### src/rtl/jtframe_i2s_pkg.sv
// Shared definitions for the I2S receiver and the transmitter bench model.
package jtframe_i2s_pkg;

    localparam logic LEFT  = 1'b0;
    localparam logic RIGHT = 1'b1;

    // Width of the per-slot bit counter; the counter saturates at its top value.
    localparam int              CNTW    = 6;
    localparam logic [CNTW-1:0] CNT_MAX = 6'd63;

    typedef enum logic {
        HUNT = 1'b0,
        RX   = 1'b1
    } i2s_state_t;

    // Increment that sticks at CNT_MAX instead of wrapping.
    function automatic logic [CNTW-1:0] sat_inc(input logic [CNTW-1:0] v);
        logic [CNTW-1:0] res;
        if (v == CNT_MAX) begin
            res = v;
        end else begin
            res = v + 6'd1;
        end
        return res;
    endfunction

endpackage

### src/rtl/jtframe_i2s_sync.sv
// Synchronizes BCLK/LRCK/DATA into the system clock domain and flags BCLK rising edges.
module jtframe_i2s_sync
    import jtframe_i2s_pkg::*;
#(
    parameter int SYNC = 2          // number of stages, at least 2
) (
    input  logic i_clk,
    input  logic i_rst,
    input  logic i_bclk,
    input  logic i_lrck,
    input  logic i_data,
    output logic o_bclk_rise,
    output logic o_lrck,
    output logic o_data
);

    // All three pins share one pipeline so they stay aligned to each other.
    logic [SYNC-1:0][2:0] r_pipe;
    logic                 r_bclk_prev;
    logic [2:0]           w_pins;

    assign w_pins = {i_bclk, i_lrck, i_data};

    // Multi-stage synchronizer plus a delayed copy of the synced bit clock.
    always_ff @(posedge i_clk or posedge i_rst) begin
        if (i_rst) begin
            r_pipe      <= '0;
            r_bclk_prev <= 1'b0;
        end else begin
            r_pipe      <= {r_pipe[SYNC-2:0], w_pins};
            r_bclk_prev <= r_pipe[SYNC-1][2];
        end
    end

    assign o_bclk_rise = r_pipe[SYNC-1][2] & ~r_bclk_prev;
    assign o_lrck      = r_pipe[SYNC-1][1];
    assign o_data      = r_pipe[SYNC-1][0];

endmodule

### src/rtl/jtframe_i2s_rx.sv
// I2S slave receiver: deserializes left/right words and strobes each complete stereo pair.
module jtframe_i2s_rx
    import jtframe_i2s_pkg::*;
#(
    parameter int DW   = 16,
    parameter int SYNC = 2,
    parameter int TOUT = 1023
) (
    input  logic            i_clk,
    input  logic            i_rst,
    input  logic            i_i2s_bclk,
    input  logic            i_i2s_lrck,
    input  logic            i_i2s_data,
    output logic [DW-1:0]   o_snd_left,
    output logic [DW-1:0]   o_snd_right,
    output logic            o_sample,
    output logic            o_locked,
    output logic [CNTW-1:0] o_bits
);

    localparam logic [9:0] TOUT_C = 10'(TOUT);

    logic            w_bclk_rise;
    logic            w_lrck;
    logic            w_data;
    logic            w_tout;
    logic [DW-1:0]   w_word;
    logic [CNTW-1:0] w_len;

    i2s_state_t      r_state;
    logic [DW-1:0]   r_shreg;
    logic [CNTW-1:0] r_cnt;
    logic            r_chan;
    logic            r_last_lrck;
    logic            r_primed;
    logic [DW-1:0]   r_left_hold;
    logic            r_left_valid;
    logic [DW-1:0]   r_pend_right;
    logic            r_pend;
    logic [CNTW-1:0] r_bits;
    logic            r_locked;
    logic [9:0]      r_idle;
    logic [DW-1:0]   r_snd_left;
    logic [DW-1:0]   r_snd_right;
    logic            r_sample;

    jtframe_i2s_sync #(.SYNC(SYNC)) u_sync (
        .i_clk       (i_clk),
        .i_rst       (i_rst),
        .i_bclk      (i_i2s_bclk),
        .i_lrck      (i_i2s_lrck),
        .i_data      (i_i2s_data),
        .o_bclk_rise (w_bclk_rise),
        .o_lrck      (w_lrck),
        .o_data      (w_data)
    );

    assign w_tout = (r_idle == TOUT_C);
    assign w_len  = sat_inc(r_cnt);

    // Current word with this edge's bit placed MSB-first; bits past DW fall off.
    always_comb begin
        w_word = r_shreg;
        for (int i = 0; i < DW; i++) begin
            if (int'(r_cnt) == DW - 1 - i) begin
                w_word[i] = w_data;
            end else begin
                w_word[i] = r_shreg[i];
            end
        end
    end

    // Counts clk cycles since the last BCLK rising edge, sticking at the timeout value.
    always_ff @(posedge i_clk or posedge i_rst) begin
        if (i_rst) begin
            r_idle <= 10'd0;
        end else if (w_bclk_rise) begin
            r_idle <= 10'd0;
        end else if (!w_tout) begin
            r_idle <= r_idle + 10'd1;
        end
    end

    // Framing FSM: hunts for an LRCK edge, then shifts words and commits them at each boundary.
    always_ff @(posedge i_clk or posedge i_rst) begin
        if (i_rst) begin
            r_state      <= HUNT;
            r_shreg      <= '0;
            r_cnt        <= '0;
            r_chan       <= LEFT;
            r_last_lrck  <= 1'b0;
            r_primed     <= 1'b0;
            r_left_hold  <= '0;
            r_left_valid <= 1'b0;
            r_pend_right <= '0;
            r_pend       <= 1'b0;
            r_bits       <= '0;
            r_locked     <= 1'b0;
        end else if (w_tout) begin
            // Link lost: drop partial data and any half pair, keep last output words.
            r_state      <= HUNT;
            r_shreg      <= '0;
            r_cnt        <= '0;
            r_left_valid <= 1'b0;
            r_pend       <= 1'b0;
            r_locked     <= 1'b0;
        end else begin
            r_pend <= 1'b0;
            if (w_bclk_rise) begin
                r_last_lrck <= w_lrck;
                r_primed    <= 1'b1;
                case (r_state)
                    HUNT: begin
                        // The first edge after reset only establishes the LRCK reference.
                        if (r_primed && (w_lrck != r_last_lrck)) begin
                            r_shreg <= '0;
                            r_cnt   <= '0;
                            r_chan  <= w_lrck;
                            r_state <= RX;
                        end
                    end
                    RX: begin
                        if (w_lrck == r_chan) begin
                            r_shreg <= w_word;
                            r_cnt   <= sat_inc(r_cnt);
                        end else begin
                            // Boundary: this edge carries the LSB slot of the finished word.
                            r_bits <= w_len;
                            if (w_len != r_bits) begin
                                r_locked <= 1'b0;
                            end else if (int'(w_len) >= DW) begin
                                r_locked <= 1'b1;
                            end
                            if (r_chan == LEFT) begin
                                r_left_hold  <= w_word;
                                r_left_valid <= 1'b1;
                            end else if (r_left_valid) begin
                                r_pend_right <= w_word;
                                r_pend       <= 1'b1;
                                r_left_valid <= 1'b0;
                            end
                            r_shreg <= '0;
                            r_cnt   <= '0;
                            r_chan  <= w_lrck;
                        end
                    end
                    default: begin
                        r_state <= HUNT;
                    end
                endcase
            end
        end
    end

    // Publishes a completed stereo pair together with a one-cycle strobe.
    always_ff @(posedge i_clk or posedge i_rst) begin
        if (i_rst) begin
            r_snd_left  <= '0;
            r_snd_right <= '0;
            r_sample    <= 1'b0;
        end else begin
            r_sample <= r_pend;
            if (r_pend) begin
                r_snd_left  <= r_left_hold;
                r_snd_right <= r_pend_right;
            end
        end
    end

    assign o_snd_left  = r_snd_left;
    assign o_snd_right = r_snd_right;
    assign o_sample    = r_sample;
    assign o_locked    = r_locked;
    assign o_bits      = r_bits;

endmodule
### config.mk
export PLATFORM = sky130hd
export DESIGN_NAME = jtframe_i2s_rx
export DESIGN_NICKNAME = d
export VERILOG_FILES = /design/src/rtl/jtframe_i2s_pkg.sv /design/src/rtl/jtframe_i2s_sync.sv /design/src/rtl/jtframe_i2s_rx.sv
export SDC_FILE = /design/constraint.sdc
export NUM_CORES = 1
export LEC_CHECK = 0
export BUFFER_PORTS_ARGS = -buffer_cell sky130_fd_sc_hd__buf_2
export CORE_ASPECT_RATIO = 1.4
export CORE_UTILIZATION = 55
export DETAILED_ROUTE_END_ITERATION = 16
export GPL_TIMING_DRIVEN = 1
export PLACE_DENSITY = 0.73
export RECOVER_POWER = 25
export SYNTH_ARGS = -nofsm -noshare
export SYNTH_HDL_FRONTEND = slang
export SYNTH_SLANG_ARGS = --single-unit
### constraint.sdc
create_clock -name i_clk -period 5.9 [get_ports i_clk]
set_input_delay 0.295 -clock i_clk [delete_from_list [all_inputs] [get_ports i_clk]]
set_output_delay 0.295 -clock i_clk [all_outputs]
set_load 0.02 [all_outputs]
==> out/results.tsv <==
stage	metric	value	unit
outcome	status	complete, but fails checks	
outcome	violations	capacitance limit, slew limit	
floorplanning	die_w	82.3	um
finish	final_nets	502	
yosys	syn_area	4970	sq um
finish	layout.cells.non_filler	607	
drt	wl_met3	311	um
finish	design_area	5880	sq um
yosys	seq_area_frac_synth	58.9	%
floorplanning	die_h	114	um
timing	drv_slew	34	
drt	dr_total_vias	3435	
timing	fin_ws	3.09	ns
finish	syn2layout_area_growth	18.3	%
grt	first_global_vias	3421	
grt	grt_usage	22.5	%
yosys	ys_types	40	
power_and_ir_drop	internal_power	1.74	mW
yosys	synthTopCellsByCount	117 x dfrtp_1, 66 x nand2_1, 59 x o21ai_0, 37 x mux2_2, 24 x nand3_1	
flow_run	drv_cap	2	
yosys	ys_ff_latch	117	
timing	hold_violations	0	
clock_tree	clockBufferDepth	2	
drt	wl_met1	4210	um
setup_path	end_kind	flop	
grt	grt_pass1_wl	15700	um
timing	finalCriticalPeriod	2.81	ns
finish	fin_util	67.9	%
floorplanning	rows	40	
clock_tree	cts_tree	done	
power_and_ir_drop	switching_share	26.8	%
placed_design	dpl_worst_slack	2.46	ns
floorplanning	io_pins	45	
setup_path	cp_max_fo	23	
yosys	synthMostInstantiatedCell	dfrtp_1	
yosys	synth_top_area_cell	dfrtp_1	
setup_path	crit_top_cell	nand2_1	
drt	drc	0	
drt	drtIter0Drc	202	
power_and_ir_drop	p_per_area	405	nW/um^2
placed_design	dp.cells	572	
timing	final.period_utilization	47.7	%
clock_tree	clk_latency	0.41	ns
power_and_ir_drop	power_switching	0.639	mW
setup_path	crit_chain	nor2b_1 > nand2_1 > nor2_1 > nand4_1 > buf_6 > nand2_1 > o21ai_0	
timing	clock_skew	0.00775	ns
drt	finalWirelength	9270	um
timing	fmax	0.355	GHz
placed_design	io_buffers	44	
timing	slew_headroom	-21.2	%
setup_path	crit_type	reg -> reg	
floorplanning	dieArea	9420	sq um
power_and_ir_drop	ir_worst_vdd	313	uV
grt	grt_max_degree	85	
drt	firstDrtPassIters	4	
timing	holdWs	0.344	ns
clock_tree	cts_sinks	117	
power_and_ir_drop	combPwrFrac	15.4	%
yosys	avgSynthCellArea	11.1	sq um
setup_path	slowest_delay	0.87	ns
yosys	async_reset_ff_share	100	%
finish	multi_input_area	1920	sq um
setup_path	required	6.17	ns
floorplanning	initial_core_util	57.4	%
floorplanning	fp.coreArea	8660	sq um
finish	num_antenna_cells	0	
timing	tns	0	ns
yosys	postSynthCellCount	447	
placed_design	gp_congestion	0.833	
yosys	syn_nets	458	
clock_tree	clkTransAtPathRegs	0.05	ns
setup_path	worstPathArrival	3.09	ns
setup_path	cp.buffers_inverters	1	
finish	drive_above_1_share	23.3	%
yosys	synth-main-ff-cell	dfrtp_1	
drt	vias_per_cell	5.66	
worst_hold_path	hp-class	reg -> reg	
finish	regArea	2930	sq um
power_and_ir_drop	clkPwrFrac	44.2	%
yosys	synth_edf_count	0	
setup_path	crit_family	simple AND/OR/NAND/NOR gates	
timing	setup_viol	0	
drt	top_layer	met4	
grt	antenna_found_initial	0	
drt	antenna_left	0	
clock_tree	cts-root-buf	clkbuf_16	
timing	worstMarginPinSlew	1.82	ns
drt	routedWlPerCell	15.3	um
yosys	synth_warnings	0	
power_and_ir_drop	p_leak	2.93	nW
power_and_ir_drop	share_seq_of_total_power	40.5	%
clock_tree	cts_setup_buffers	0	
placed_design	place_area	5230	sq um
setup_path	cp-start-kind	flop	
placed_design	hpwl	5870	um
timing	rsz0062_at_grt	false	
setup_path	crit_slowest_cell	nor2b_1	
power_and_ir_drop	finalPower	2.38	mW
yosys	synth.top_cells.by_area	dfrtp_1 59%, mux2_2 8.4%, o21ai_0 5.9%	
yosys	synth.top_cell.area_share	58.9	%
finish	fill_cells	647	
clock_tree	cts_max_level	4	
clock_tree	numCtsBuffers	17	
drt	met2_length	4630	um
grt	grt_overflow_total	0	
-- worst paths after layout --
| path | from | endpoint | slack [ns] | cells past startpoint |
|---|---|---|---|---|
| hold reg to reg | u_sync.r_pipe[0] | u_sync.o_data | 0.34 | 0 |
| setup reg to reg | u_sync.r_pipe[5] | r_pend_right[12] | 3.09 | 7 |
| max in group asynchronous | i_rst | o_snd_right[5] | 3.52 | 4 |
| hold / removal | u_sync.r_pipe[0] | u_sync.o_data | 0.34 | 0 |
| min in group asynchronous | i_rst | o_snd_right[13] | 0.77 | 3 |
| setup / recovery | u_sync.r_pipe[5] | r_pend_right[12] | 3.09 | 7 |
-- layer usage --
layer	track usage [%]	vias to the layer above
li1	-	1638
met1	28.4	1707
met2	35.3	79
met3	8.37	11
met4	7.84	0
met5	0	-
-- cell usage in the layout (no fill, tap or decap), drive strengths merged, types with 9 or more instances in the layout --
cell type / netlist / routed
nand2: 66 / 66
dfrtp: 117 / 117
clkbuf: 18 / 22
nand3: 24 / 24
o21ai: 59 / 59
mux2i: 20 / 20
buf: 8 / 45
nor2: 21 / 21
mux2: 37 / 37
and3: 9 / 9
-- sequential cells by signal (all words and copies together), names as in the netlist, 4 cells and up --
register,cells
o_bits,6
o_snd_left,16
o_snd_right,16
r_cnt,6
r_idle,10
r_left_hold,16
r_pend_right,16
r_shreg,16
u_sync.r_pipe,4
-- kinds of logic after synthesis --
| kind of cell | Yosys count | share of synthesized area [%] |
|---|---|---|
| adder cells (fa/ha/maj) | 6 | 1.51 |
| buffers and inverters | 31 | 2.59 |
| multiplexers | 57 | 12.4 |
| flip-flops | 117 | 58.9 |
| XOR/XNOR | 11 | 1.94 |
| AO/OA/AOI/OAI | 80 | 9.12 |
| AND/OR/NAND/NOR | 145 | 13.5 |
-- power by group through the flow --
stage	sequential (mW)	clock, mW	combinational (mW)
global route	0.977	1.11	0.409
global placement	0.971	0	0.353
CTS	0.963	1.07	0.368
detailed placement	0.976	0	0.363
finish	0.964	1.05	0.366
floorplan	0.981	0	0.257
-- final cells by class --
| class | instances | area share (%) |
|---|---|---|
| Tap cell | 105 | 2.23 |
| Inverter | 5 | 0.340 |
| Clock buffer | 20 | 7.60 |
| Clock inverter | 10 | 2.66 |
| Sequential cell | 117 | 49.8 |
| Multi-Input combinational cell | 299 | 32.6 |
| Timing Repair Buffer | 51 | 4.79 |
-- worst reg2reg max path: cells and delay by family, from the launching register on --
family | cells | cell delay [ns]
AOI/OAI and AO/OA | 1 | 0.08
DFF | 1 | 0.34
and+or+nand+nor | 5 | 1.93
buffers and inverters | 1 | 0.32
-- repair_timing --
action / CTS / global route
resized for setup: 0 / 0
hold endpoints to repair: 36 / 0
hold buffers: 4 / 0
Note: power is estimated with default switching activity, not from simulation.
